[config.mk]
export PLATFORM = sky130hd
export DESIGN_NAME = muxn_sync
export DESIGN_NICKNAME = d
export VERILOG_FILES = /design/src/rtl/muxn_pkg.sv /design/src/rtl/gap_counter.sv /design/src/rtl/muxn_sync.sv
export SDC_FILE = /design/constraint.sdc
export NUM_CORES = 1
export LEC_CHECK = 0
export ABC_CLOCK_PERIOD_IN_PS = 1850
export CAP_MARGIN = 40
export CORE_UTILIZATION = 33
export DETAILED_ROUTE_END_ITERATION = 8
export GPL_ROUTABILITY_DRIVEN = 0
export HOLD_SLACK_MARGIN = 0.05
export PLACE_DENSITY = 0.75
export SLEW_MARGIN = 10
export SYNTH_ARGS = -nofsm -noshare
export SYNTH_HDL_FRONTEND = slang
export SYNTH_SLANG_ARGS = --single-unit
[constraint.sdc]
create_clock -name clk -period 1.85 [get_ports clk]
set_clock_uncertainty 0.15 [all_clocks]
set_input_delay 0.2775 -clock clk [delete_from_list [all_inputs] [get_ports clk]]
set_output_delay 0.2775 -clock clk [all_outputs]
set_load 0.02 [all_outputs]
[src/rtl/muxn_pkg.sv]
// Shared types and sizing helpers for the synchronous N-way mux with blanking.
// Imported by muxn_sync and gap_counter.
package muxn_pkg;

  typedef logic [0:0] state_t;

  localparam state_t RUN   = 1'b0;
  localparam state_t BLANK = 1'b1;

  // Width of a channel index; a 1-bit floor keeps degenerate sizes legal.
  function automatic int sel_width(input int n_in);
    return (n_in < 2) ? 1 : $clog2(n_in);
  endfunction

  function automatic int cnt_width(input int gap);
    return (gap < 1) ? 1 : $clog2(gap + 1);
  endfunction

endpackage

[src/rtl/gap_counter.sv]
// Loadable down-counter that times the blanking interval of a channel switch.
// Counts down to zero and then holds; done flags the final blank cycle.
module gap_counter #(
  parameter int CW = 1
) (
  input  logic          clk,
  input  logic          rst,
  input  logic          load,
  input  logic [CW-1:0] load_val,
  output logic          done
);

  logic [CW-1:0] cnt_q;
  logic [CW-1:0] cnt_d;

  always_comb begin
    cnt_d = cnt_q;
    if (load) begin
      cnt_d = load_val;
    end else if (cnt_q != '0) begin
      cnt_d = cnt_q - 1'b1;
    end
  end

  always_ff @(posedge clk or posedge rst) begin
    if (rst) begin
      cnt_q <= '0;
    end else begin
      cnt_q <= cnt_d;
    end
  end

  assign done = (cnt_q == CW'(1));

endmodule

[src/rtl/muxn_sync.sv]
// Registered N-way channel mux that blanks its output for GAP cycles whenever
// the selected channel changes, with a ready/valid select handshake.
module muxn_sync
  import muxn_pkg::*;
#(
  parameter int WIDTH = 8,
  parameter int N_IN  = 4,
  parameter int GAP   = 2
) (
  input  logic                         clk,
  input  logic                         rst,
  input  logic [N_IN*WIDTH-1:0]        d,
  input  logic [sel_width(N_IN)-1:0]   sel_req,
  input  logic                         sel_valid,
  output logic                         sel_ready,
  output logic [WIDTH-1:0]             z,
  output logic                         z_valid,
  output logic [sel_width(N_IN)-1:0]   cur_sel,
  output logic                         sel_err
);

  localparam int SW = sel_width(N_IN);
  localparam int CW = cnt_width(GAP);
  localparam logic [SW:0]   N_IN_V = (SW + 1)'(N_IN);
  localparam logic [CW-1:0] GAP_V  = CW'(GAP);

  if (N_IN < 2 || WIDTH < 1) begin : g_param_check
    $error("muxn_sync: N_IN must be >= 2 and WIDTH must be >= 1");
  end

  state_t           state_q, state_d;
  logic [SW-1:0]    cur_sel_q, cur_sel_d;
  logic [SW-1:0]    pending_q, pending_d;
  logic [WIDTH-1:0] z_q, z_d;
  logic             z_valid_q, z_valid_d;
  logic             sel_err_q, sel_err_d;
  logic             cnt_load;
  logic             cnt_done;
  logic             accept;
  logic             out_of_range;
  logic [WIDTH-1:0] sel_data;

  assign sel_ready    = (state_q == RUN);
  assign accept       = sel_valid && sel_ready;
  assign out_of_range = ({1'b0, sel_req} >= N_IN_V);

  // A zero GAP switches in place on the accept edge and never visits BLANK.
  always_comb begin
    state_d   = state_q;
    cur_sel_d = cur_sel_q;
    pending_d = pending_q;
    sel_err_d = 1'b0;
    cnt_load  = 1'b0;
    case (state_q)
      RUN: begin
        if (accept) begin
          if (out_of_range) begin
            sel_err_d = 1'b1;
          end else if (sel_req != cur_sel_q) begin
            if (GAP == 0) begin
              cur_sel_d = sel_req;
            end else begin
              pending_d = sel_req;
              cnt_load  = 1'b1;
              state_d   = BLANK;
            end
          end
        end
      end
      BLANK: begin
        if (cnt_done) begin
          cur_sel_d = pending_q;
          state_d   = RUN;
        end
      end
      default: state_d = RUN;
    endcase
  end

  // Output is keyed off the next channel so the first live word after a switch
  // is the new channel sampled on the RUN-entry edge.
  always_comb begin
    sel_data = '0;
    for (int i = 0; i < N_IN; i++) begin
      if (cur_sel_d == SW'(i)) begin
        sel_data = d[i*WIDTH +: WIDTH];
      end
    end
    z_d       = (state_d == RUN) ? sel_data : '0;
    z_valid_d = (state_d == RUN);
  end

  always_ff @(posedge clk or posedge rst) begin
    if (rst) begin
      state_q   <= RUN;
      cur_sel_q <= '0;
      pending_q <= '0;
      z_q       <= '0;
      z_valid_q <= 1'b0;
      sel_err_q <= 1'b0;
    end else begin
      state_q   <= state_d;
      cur_sel_q <= cur_sel_d;
      pending_q <= pending_d;
      z_q       <= z_d;
      z_valid_q <= z_valid_d;
      sel_err_q <= sel_err_d;
    end
  end

  gap_counter #(
    .CW(CW)
  ) u_gap_counter (
    .clk      (clk),
    .rst      (rst),
    .load     (cnt_load),
    .load_val (GAP_V),
    .done     (cnt_done)
  );

  assign z       = z_q;
  assign z_valid = z_valid_q;
  assign cur_sel = cur_sel_q;
  assign sel_err = sel_err_q;

endmodule

==> results <==
where the power goes:
| part | switching, W | internal (W) |
|---|---|---|
| clock network | 0.000111 | 0.000120 |
| logic | 0.000726 | 0.000794 |
| registers | 0.000124 | 0.000518 |
| total | 0.000961 | 0.00143 |
per-layer routing:
metal | vias up | GRT usage | wire length, um | share of wire
li1 | 389 | - | - | -
met1 | 383 | 0.176 | 850 | 0.38
met2 | 37 | 0.319 | 1110 | 0.49
met3 | 5 | 0.0609 | 242 | 0.11
met4 | 0 | 0.0921 | 49 | 0.022
met5 | - | 0 | 0 | 0
state kept, by name, indices dropped and copies added, names as in the netlist:
register / flops
cur_sel: 2
u_gap_counter.cnt_q: 2
pending_q: 2
state_q: 1
z: 8
z_valid: 1
layout by cell type, fill, tap and decap left out, types with 3 or more instances in the layout:
cell | synthesis | routed
clkdlybuf4s50_1 | 0 | 45
clkbuf_4 | 0 | 3
inv_1 | 8 | 7
dfrtp_1 | 16 | 16
mux2i_1 | 9 | 7
a211oi_1 | 6 | 4
buf_4 | 1 | 10
o22ai_1 | 6 | 6
cells by family (layout without fill, tap and decap cells):
group	after synthesis	count (layout)	share of synthesized area
AOI/OAI and AO/OA	19	19	0.174
DFF	16	16	0.480
muxes	12	12	0.162
buffers and inverters	10	71	0.0495
and+or+nand+nor	9	9	0.0690
xor gates and xnor gates	3	3	0.0315
adders and majority gates	2	2	0.0300
other	1	1	0.00449
worst max-delay path by stage:
stage / from / to / slack (ps) / cells after the start
floorplan: u_gap_counter.cnt_q[0] / z[5] / 8 / 5
global placement: sel_req[0] / pending_q[1] / 10 / 5
detailed placement: sel_req[0] / z[6] / -50 / 6
CTS: u_gap_counter.cnt_q[1] / z[3] / -7 / 7
global route: u_gap_counter.cnt_q[0] / z[4] / -30 / 6
finish: u_gap_counter.cnt_q[0] / z[4] / 30 / 6
per-stage QoR:
step	hold slack, ps	total power [W]
after floorplan	41.2	0.00145
after global placement	342	0.00207
after detailed placement	348	0.00210
after CTS	143	0.00236
after global routing	166	0.00255
final	142	0.00239
final cells by class:
type                    count  area, um2
fillers                   180        786
inverters                   8       30.0
well taps                  28       35.0
clock buffers               4       36.3
repair buffers             59        567
multi-input cells          46        443
flip-flops and latches     16        400
critical path, cell delays in order, from the launching register on:
cell and delay, ps:
dfrtp_1 420, ha_4 190, nand2_4 100, mux2i_4 340, buf_4 190, mux2i_2 230
a211oi_2 90
what timing repair did:
action / CTS / global route
resized for setup: 5 / 6
hold buffers: 0 / 0
setup endpoints to repair: 4 / 9
pin swaps: 0 / 7
==> summary.md <==
| Metric | Value |
|---|---|
| Htree depth | `1` |
| Largest net degree at the start of global routing | `17` |
| Area Growth Syn to Fin | `81.1%` |
| Clock latency on the worst-skew pair | `between 200 and 300 ps` |
| Max-cap viol count | `0` |
| # diodes | `0` |
| Leakage | `~0.67 nW` |
| Root buffer cell | `clkbuf_4` |
| Cell variety after synth | `24` |
| Most frequent cell after synthesis | `dfrtp_1` |
| Maximum vdd drop | `923 uV` |
| Post-DP Area | `about 1400 um2` |
| Final setup viols | `0` |
| Critical Path RT | `1880 ps` |
| Clock sinks | `16` |
| Design Area, Final | `1510 um2` |
| Place WS | `-54.1 ps` |
| Mean Syn Cell Area | `around 12 um2` |
| Type of origin of the critical path | `flop` |
| Setup TNS Final | `0 ps` |
| Starting Density | `0.363` |
| IO Pins | `50` |
| Final non-filler cell total | `161` |
| Post-synth EDFFs | `0` |
| Initial DRC Count | `9` |
| Syn Nets | `111` |
| Min-Delay Path Class | `in -> async` |
| Initial antenna violation count | `0` |
| DIE HEIGHT | `approximately 52 um` |
| FF-to-FF path depth | `6` |
| Die width | `between 50 and 60 um` |
| Period minus WS final | `1820 ps` |
| Final Cycle Share | `0.986` |
| Clk pin slew, worst setup/hold paths | `90 ps` |
| Port buffer count | `48` |
| Synth top area share | `0.480` |
| Vias post-DR | `about 800` |
| Cell taking the most area after synthesis | `dfrtp_1` |
| GRT overflow | `0` |
| P per Cell Area | `around 1600 nW/um2` |
| Util after Layout | `0.658` |
| Seq/Total Area, Yosys | `0.480` |
| Via/cell ratio | `5.06` |
| CP endpoint kind | `flop` |
| Die area | `between 2000 and 3000 um2` |
| Final wirelength | `roughly 2300 um` |
| Worst EP arrival | `around 1900 ps` |
| R2R Path Start | `u_gap_counter.cnt_q[0]` |
| Synthesized flop and latch total | `16` |
| Worst-case clock buffer depth | `2` |
| Core Area | `2300 um2` |
| FF-to-FF setup slack | `between 20 and 30 ps` |
| Final Hold Vio Count | `0` |
| Nets | `173` |
| Post-synthesis async set-or-reset flop share | `1.00` |
| Number of global-route vias before repair | `between 800 and 900` |
| List of most frequent post-synthesis cells | `dfrtp_1 (16), mux2i_1 (9), inv_1 (8), a211oi_1 (6), o22ai_1 (6)` |
| Status | `finished clean` |
| Ys flop type | `dfrtp_1` |
| Row count | `17` |
| CP Class | `reg -> reg` |
| Synth Instances | `72` |
| Ys Warns | `0` |
| CTS tree | `yes` |
| Antenna Nets Post-Route | `0` |
| First-pass DRT Iterations | `4` |
| First-pass GRT wire length | `3410 um` |
| Fin. max-slew vios | `0` |
| Total CTS buffers | `3` |
| RR Endpoint | `z[4]` |
| Post-route DRC | `0` |
| Fmax | `around 0.55 GHz` |
| Cell Area, Synth | `between 800 and 900 um2` |
| Wire length per cell | `14.0 um` |
| Setup Buffers After CTS | `0` |
| Area contributors post-synth | `dfrtp_1 (48%), mux2i_1 (11%), a211oi_1 (5.4%), o22ai_1 (4.5%), a2111oi_2 (3.6%)` |
| Crit-path max FO | `5` |
| All-layer global routing usage | `0.177` |
| Layout cells sized above 1 | `0.211` |
| Setup WS post-layout | `about 27 ps` |
| RSZ-0062 raised after global routing | `true` |
| Final HPWL DP | `about 1800 um` |
| Post-placement cell count | `157` |
Note: power is estimated with default switching activity, not from simulation.
